===== src/rtl/mem_stage_pkg.sv =====
// Shared definitions for the memory-access stage: bus widths, stage states
// and the field layout of the execute-to-memory bus.
package mem_stage_pkg;

  localparam int ES_TO_MS_BUS_WD = 72;
  localparam int MS_TO_WS_BUS_WD = 70;

  typedef enum logic [1:0] {
    MS_EMPTY = 2'd0,
    MS_WAIT  = 2'd1,
    MS_READY = 2'd2
  } ms_state_t;

  typedef struct packed {
    logic        mem_we;
    logic        res_from_mem;
    logic        gr_we;
    logic [4:0]  dest;
    logic [31:0] alu_result;
    logic [31:0] pc;
  } es_to_ms_t;

endpackage


===== src/rtl/mem_stage_if.sv =====
// Signal bundle around the memory stage: execute handshake, write-back
// handshake, data SRAM response and decode bypass.
interface mem_stage_if;
  import mem_stage_pkg::*;

  logic                       ws_allowin;
  logic                       ms_allowin;
  logic                       es_to_ms_valid;
  logic [ES_TO_MS_BUS_WD-1:0] es_to_ms_bus;
  logic                       ms_to_ws_valid;
  logic [MS_TO_WS_BUS_WD-1:0] ms_to_ws_bus;
  logic [31:0]                data_sram_rdata;
  logic                       data_sram_data_ok;
  logic [4:0]                 ms_dest;
  logic [31:0]                ms_to_ds_result;
  logic                       ms_load_wait;

  modport slave (
    input  ws_allowin, es_to_ms_valid, es_to_ms_bus, data_sram_rdata, data_sram_data_ok,
    output ms_allowin, ms_to_ws_valid, ms_to_ws_bus, ms_dest, ms_to_ds_result, ms_load_wait
  );

  modport master (
    output ws_allowin, es_to_ms_valid, es_to_ms_bus, data_sram_rdata, data_sram_data_ok,
    input  ms_allowin, ms_to_ws_valid, ms_to_ws_bus, ms_dest, ms_to_ds_result, ms_load_wait
  );

endinterface


===== src/rtl/mem_stage.sv =====
// Memory-access stage: holds one instruction from execute, waits for the
// SRAM response on loads, and hands the final result on to write-back.
module mem_stage
  import mem_stage_pkg::*;
(
  input logic        clk,
  input logic        reset,
  mem_stage_if.slave ms
);

  ms_state_t   ms_state_r;
  ms_state_t   ms_state_nxt_s;
  es_to_ms_t   es_to_ms_bus_r;
  es_to_ms_t   es_in_s;
  logic [31:0] load_data_r;
  logic        ms_ready_go_s;
  logic        ms_allowin_s;
  logic        accept_s;
  logic        leave_s;
  logic        capture_s;
  ms_state_t   accept_state_s;
  logic [31:0] final_result_s;
  logic        unused_mem_we_s;

  assign es_in_s         = es_to_ms_t'(ms.es_to_ms_bus);
  assign ms_ready_go_s   = (ms_state_r == MS_READY) ||
                           ((ms_state_r == MS_WAIT) && ms.data_sram_data_ok);
  assign ms_allowin_s    = (ms_state_r == MS_EMPTY) || (ms_ready_go_s && ms.ws_allowin);
  assign accept_s        = ms.es_to_ms_valid && ms_allowin_s;
  assign leave_s         = (ms_state_r != MS_EMPTY) && ms_ready_go_s && ms.ws_allowin;
  assign capture_s       = (ms_state_r == MS_WAIT) && ms.data_sram_data_ok && !ms.ws_allowin;
  assign accept_state_s  = es_in_s.res_from_mem ? MS_WAIT : MS_READY;
  // Stores finish upstream; the flag rides along only so the bus layout matches.
  assign unused_mem_we_s = es_to_ms_bus_r.mem_we;

  // State register
  always_ff @(posedge clk) begin
    if (reset) begin
      ms_state_r <= MS_EMPTY;
    end else begin
      ms_state_r <= ms_state_nxt_s;
    end
  end

  // Instruction hold register and captured load data
  always_ff @(posedge clk) begin
    if (reset) begin
      es_to_ms_bus_r <= '0;
      load_data_r    <= 32'd0;
    end else begin
      if (accept_s) begin
        es_to_ms_bus_r <= es_in_s;
      end
      if (capture_s) begin
        load_data_r <= ms.data_sram_rdata;
      end
    end
  end

  // Next-state logic
  always_comb begin
    ms_state_nxt_s = ms_state_r;
    case (ms_state_r)
      MS_EMPTY: begin
        if (accept_s) begin
          ms_state_nxt_s = accept_state_s;
        end else begin
          ms_state_nxt_s = MS_EMPTY;
        end
      end
      MS_WAIT: begin
        if (leave_s) begin
          ms_state_nxt_s = accept_s ? accept_state_s : MS_EMPTY;
        end else if (capture_s) begin
          ms_state_nxt_s = MS_READY;
        end else begin
          ms_state_nxt_s = MS_WAIT;
        end
      end
      MS_READY: begin
        if (leave_s) begin
          ms_state_nxt_s = accept_s ? accept_state_s : MS_EMPTY;
        end else begin
          ms_state_nxt_s = MS_READY;
        end
      end
      default: ms_state_nxt_s = MS_EMPTY;
    endcase
  end

  // Output decode; the WAIT path forwards SRAM data straight through
  always_comb begin
    final_result_s = es_to_ms_bus_r.alu_result;
    if (es_to_ms_bus_r.res_from_mem && (ms_state_r == MS_WAIT)) begin
      final_result_s = ms.data_sram_rdata;
    end else if (es_to_ms_bus_r.res_from_mem && (ms_state_r == MS_READY)) begin
      final_result_s = load_data_r;
    end else begin
      final_result_s = es_to_ms_bus_r.alu_result;
    end

    ms.ms_allowin      = ms_allowin_s;
    ms.ms_to_ws_valid  = (ms_state_r != MS_EMPTY) && ms_ready_go_s;
    ms.ms_to_ws_bus    = {es_to_ms_bus_r.gr_we, es_to_ms_bus_r.dest, final_result_s, es_to_ms_bus_r.pc};
    ms.ms_to_ds_result = final_result_s;
    ms.ms_load_wait    = (ms_state_r == MS_WAIT) && !ms.data_sram_data_ok;
    if ((ms_state_r != MS_EMPTY) && es_to_ms_bus_r.gr_we) begin
      ms.ms_dest = es_to_ms_bus_r.dest;
    end else begin
      ms.ms_dest = 5'd0;
    end
  end

endmodule

===== src/flat_wrapper.sv =====
// flat-port wrapper written by rule: the top's interface ports become plain ports
module mem_stage_flat import mem_stage_pkg::*;
  (clk, reset, ms_ws_allowin, ms_es_to_ms_valid, ms_es_to_ms_bus, ms_data_sram_rdata, ms_data_sram_data_ok, ms_ms_allowin, ms_ms_to_ws_valid, ms_ms_to_ws_bus, ms_ms_dest, ms_ms_to_ds_result, ms_ms_load_wait);
  mem_stage_if ms_i ();
  input logic clk;
  input logic reset;
  input wire logic [$bits(ms_i.ws_allowin)-1:0] ms_ws_allowin;
  input wire logic [$bits(ms_i.es_to_ms_valid)-1:0] ms_es_to_ms_valid;
  input wire logic [$bits(ms_i.es_to_ms_bus)-1:0] ms_es_to_ms_bus;
  input wire logic [$bits(ms_i.data_sram_rdata)-1:0] ms_data_sram_rdata;
  input wire logic [$bits(ms_i.data_sram_data_ok)-1:0] ms_data_sram_data_ok;
  output wire logic [$bits(ms_i.ms_allowin)-1:0] ms_ms_allowin;
  output wire logic [$bits(ms_i.ms_to_ws_valid)-1:0] ms_ms_to_ws_valid;
  output wire logic [$bits(ms_i.ms_to_ws_bus)-1:0] ms_ms_to_ws_bus;
  output wire logic [$bits(ms_i.ms_dest)-1:0] ms_ms_dest;
  output wire logic [$bits(ms_i.ms_to_ds_result)-1:0] ms_ms_to_ds_result;
  output wire logic [$bits(ms_i.ms_load_wait)-1:0] ms_ms_load_wait;
  assign ms_i.ws_allowin = ms_ws_allowin;
  assign ms_i.es_to_ms_valid = ms_es_to_ms_valid;
  assign ms_i.es_to_ms_bus = ms_es_to_ms_bus;
  assign ms_i.data_sram_rdata = ms_data_sram_rdata;
  assign ms_i.data_sram_data_ok = ms_data_sram_data_ok;
  assign ms_ms_allowin = ms_i.ms_allowin;
  assign ms_ms_to_ws_valid = ms_i.ms_to_ws_valid;
  assign ms_ms_to_ws_bus = ms_i.ms_to_ws_bus;
  assign ms_ms_dest = ms_i.ms_dest;
  assign ms_ms_to_ds_result = ms_i.ms_to_ds_result;
  assign ms_ms_load_wait = ms_i.ms_load_wait;
  mem_stage u_core (.clk(clk), .reset(reset), .ms(ms_i));
endmodule

===== config.mk =====
export PLATFORM = sky130hd
export DESIGN_NAME = mem_stage_flat
export DESIGN_NICKNAME = d
export VERILOG_FILES = /design/src/rtl/mem_stage_pkg.sv /design/src/rtl/mem_stage_if.sv /design/src/rtl/mem_stage.sv /design/src/flat_wrapper.sv
export SDC_FILE = /design/constraint.sdc
export NUM_CORES = 1
export LEC_CHECK = 0
export CAP_MARGIN = 20
export CORE_UTILIZATION = 50
export CTS_CLUSTER_SIZE = 40
export DETAILED_ROUTE_END_ITERATION = 10
export DONT_BUFFER_PORTS = 1
export GPL_ROUTABILITY_DRIVEN = 0
export PLACE_DENSITY = 0.66
export SYNTH_ARGS = -nofsm -noshare
export SYNTH_HDL_FRONTEND = slang
export SYNTH_SLANG_ARGS = --single-unit

===== constraint.sdc =====
create_clock -name clk -period 2.27 [get_ports clk]
set_input_delay 0.3405 -clock clk [delete_from_list [all_inputs] [get_ports clk]]
set_output_delay 0.3405 -clock clk [all_outputs]
set_load 0.1 [all_outputs]

-- After elaboration in Yosys (flattened, before gate mapping)
Index checks and enable logic that the tools add are counted.
- logic and storage cells: 34
- output and inout bits: 110
- register bits: 105
- input bits: 109
- muxes and demuxes: 9
- equal/unequal tests: 2
- reduce and logical (&&, ||, !) cells: 16
- operator list (operator ; number):
    32-bit 2-to-1 mux ; 2
    1-bit logical AND ; 10
    2-bit 2-to-1 mux ; 5
    2-bit one-hot mux with 3 select lines ; 1
    5-bit 2-to-1 mux ; 1
    2-bit by 1-bit equality test with 1-bit output (second input constant) ; 1
    2-bit equality test (second input constant) ; 1
    1-bit logical NOT ; 2
    2-bit logical NOT ; 1
    1-bit logical OR ; 2
    2-bit nonzero test ; 1

-- Longest topological paths before layout
Gate-level depths: netlist (run 1).
- depth after elaboration: 9
- gate-level depth with buffers: 7
- gate-level depth less buffers: 4

-- Worst setup path after synthesis (run 1)
No wires, ideal clock.
- path kind: reg2out
- start point: reg u_core.ms_state_r[0]
- end point: out ms_ms_to_ws_bus[33]
- arrival time: 3.791 ns
- required time: 1.929 ns
- buffers on the path: 4
- path slack: -1.862 ns
- cell stages (with the launch flop): 8
- path through: dfxtp_1 buf_4 nand3b_1 buf_2 buf_2 mux2i_1 o21ai_0 buf_4
- cells in the longest elaborated chain, start to end: 4
- elaborated cells between the ends (all ways): 6
- classes of those cells: eq/ne (2); mux (2); reduce/logical (2)
- RTL lines (element ; RTL line ; source):
    from (decl) ; mem_stage.sv:11 ; ms_state_t ms_state_r;
    from (signal assigned) ; mem_stage.sv:41 ; ms_state_r <= ms_state_nxt_s;
    2-bit equality test ; mem_stage.sv:96 ; end else if (es_to_ms_bus_r.res_from_mem && (ms_state_r == MS_READY)) begin
    1-bit logical AND ; mem_stage.sv:96 ;
    32-bit 2-to-1 mux ; mem_stage.sv:96 ;
    32-bit 2-to-1 mux (*) ; mem_stage.sv:94 ; if (es_to_ms_bus_r.res_from_mem && (ms_state_r == MS_WAIT)) begin
    to (decl) ; flat_wrapper.sv:14 ; output wire logic [$bits(ms_i.ms_to_ws_bus)-1:0] ms_ms_to_ws_bus;
Every way passes the cells marked *; elsewhere a longest branch is shown, timed or not.

-- Worst setup path in the final report (run 1)
- start point: reg u_core.ms_state_r[0]
- end point: out ms_ms_to_ws_bus[39]
Same word-level chain as after synthesis.

==> flow_summary.yaml, run 1 <==
outcome:
  outcome: "completed"
timing:
  slew_viol_final: 0
  hold_violations: 0
  finalCriticalPeriod_ns: 2.17
  setup_viol: 0
  slew_headroom_pct: 69.7
  post-route-period-util_pct: 95.6
  hold_ws_ns: 0.0384
  fin_tns_setup_ns: 0
  timing.final.ws_setup_ns: 0.100
  fmax_mhz: 461
  worst_slew_pin_slew_ns: 0.452
  rsz0062_at_grt: "false"
  finalClockSkew_ns: 0.00884
detailed_routing:
  post_drt_wl_per_cell_um: 15.6
  antenna_left: 0
  drtPass1Iterations: 5
  vias: 4203
  drtIter0Drc: 150
  routed_wirelength_um: 12300
  vias_per_cell: 5.30
  drc: 0
die:
  die_w_um: 104
  start_util_pct: 52.2
  die_h_um: 104
  row_count: 36
  fp.coreArea_um2: 9910
  die-area_um2: 10800
  ios: 219
logic_synthesis:
  synth.largest_area_cell: "dfxtp_1"
  synth.distinct_cells: 27
  synth_nets: 765
  synth_top_area_share_pct: 40.7
  ys_warn_count: 0
  avgSynthCellArea_um2: 7.88
  ys_ff_latch: 105
  syn_inst: 656
  synth_area_leaders: "dfxtp_1 41%, nand2_1 17%, buf_4 10%"
  seq_area_frac_synth_pct: 40.7
  netlist_area_um2: 5170
cells_and_area:
  fin_nets: 764
  final_common_cell: "nand2_1"
  antennaDiodeCount: 0
  regArea_um2: 2100
  num-fill-cells: 810
  layout_common_cells: "239 x nand2_1, 105 x dfxtp_1, 56 x a21oi_1, 56 x buf_12, 50 x buf_4"
  syn_to_final_growth_pct: 27.6
  multi_input_area_um2: 2660
  post_route_cells_drive_above_1_share_pct: 31.5
  final_area_um2: 6600
clock_tree:
  htreeDepth: 3
  clock_path_buffers: 2
  worstSkewPairLatency_ns: 0.36
  cts_num_sinks: 105
  numCtsBuffers: 9
  clkTransAtPathRegs_ns: 0.10
  cts_tree: "yes"
  ctsRootBufferMaster: "clkbuf_8"
placement:
  postPlaceCellArea_um2: 6410
  post-dp-hpwl_um: 8480
  portBuffers: 0
  pre_cts_slack_ns: 0.396
global_routing:
  grt_usage_pct: 23.1
  antenna_found_initial: 0
  grt_overflow: 0
  grt_pass1_vias: 4233
  grt_pass1_wl_um: 20200
  grt_max_degree: 106
pwr:
  p_leak_uw: 0.00261
  p_total_uw: 4700
  pwr_density_cell_nw_per_um2: 713
  irDropWorstVdd_mv: 0.357
worst_setup_path:
  cp-end-kind: "output port"
  setup.worst_path.start_class: "flip-flop"
  cp.required_ns: 1.93
  critPathKind: "reg2out"
  arrival_ns: 1.83
  crit_fanout: 32
min_path:
  min_path_type: "in2reg"
run:
  cap_viol_max_count: 0
## area by class of cell
class                           count  area share, %
Inverter                            1         0.0569
Clock buffer                       12           2.05
Multi-Input combinational cell    432           40.4
Clock inverter                      4          0.455
Sequential cell                   105           31.9
Tap cell                          133           2.52
Timing Repair Buffer              106           22.7
## where the power goes
group,switching [µW],total (µW),internal (µW)
clock network,618,1020,404
logic,1260,1710,450
registers,37.2,1970,1930
total,1920,4700,2780
## kinds of logic (layout without fill, tap and decap cells)
group,Yosys count,in the layout,share of synthesized area [%]
simple gates,258,258,19.9
compound gates,141,141,17.6
buf+inv,119,123,15.4
flops,105,105,40.7
mux,33,33,6.39
## worst paths after layout
check                                                         start                                 endpoint  slack (ns)  depth (start not counted)
worst max-delay path                u_core.ms_state_r[0]$_SDFF_PP0_                      ms_ms_to_ws_bus[39]        0.10                          5
worst min-delay path                                          reset   u_core.ms.ms_to_ws_bus[8]$_SDFFE_PP0N_        0.04                          1
worst max register to register      u_core.ms_state_r[1]$_SDFF_PP0_  u_core.ms.ms_to_ws_bus[67]$_SDFFE_PP0N_        0.47                          6
worst min register to register  u_core.load_data_r[16]$_SDFFE_PP0P_      u_core.load_data_r[16]$_SDFFE_PP0P_        0.45                          2
## routing by layer
layer | global-route usage, % | vias up | share of wire (%)
met4 | 7.55 | 0 | 1.7
li1 | - | 2046 | -
met1 | 26.2 | 1991 | 40
met5 | 0 | - | 0
met3 | 6.80 | 21 | 6.8
met2 | 41.5 | 145 | 51
## flip-flops by register name, summed over array words and instances, names as in the netlist
signal and flops:
u_core.es_to_ms_bus_r 33, u_core.load_data_r 32, u_core.ms.ms_to_ws_bus 38, u_core.ms_state_r 2
## synthesized netlist by cell type
master / n
a21oi_1: 56
a21oi_2: 48
nor2b_1: 3
clkbuf_1: 24
dfxtp_1: 105
nor3b_1: 1
and3b_1: 1
and3b_4: 1
buf_6: 8
and2_1: 5
o21bai_1: 1
a211oi_1: 1
o21ai_0: 32
o31a_1: 1
buf_4: 72
buf_2: 14
o31ai_4: 1
a31oi_1: 1
mux2i_1: 33
inv_1: 1
or3_1: 1
nor2_1: 3
nand2b_1: 1
nand4bb_1: 1
nand2_1: 239
nand3b_1: 1
and4bb_2: 1
## stage by stage
stage	util [%]	cells
after CTS	66.5	793
after floorplan	-	656
after detailed placement	64.7	775
after global routing	66.6	793
after global placement	64.7	775
final	66.6	793
## worst max-delay path, cell delays in order (launching register included)
cell,delay [ns]
dfxtp_1,0.36
nand3b_1,0.16
buf_12,0.27
mux2i_1,0.35
o21ai_4,0.11
buf_12,0.21
## timing repair
action,CTS,global route
buffers inserted,2,0
gates resized for setup,0,1
pin swaps,0,0
setup endpoints to repair,6,5
hold buffers,0,0
hold endpoints to repair,0,0
Power figures use the tool's default switching activity.
==> inputs of run 2 (changes only) <==
CTS_CLUSTER_DIAMETER = 100   (was unset)
==> results of run 2 <==
Same layout as run 1: the final DEF is identical, and so are final timing and power.
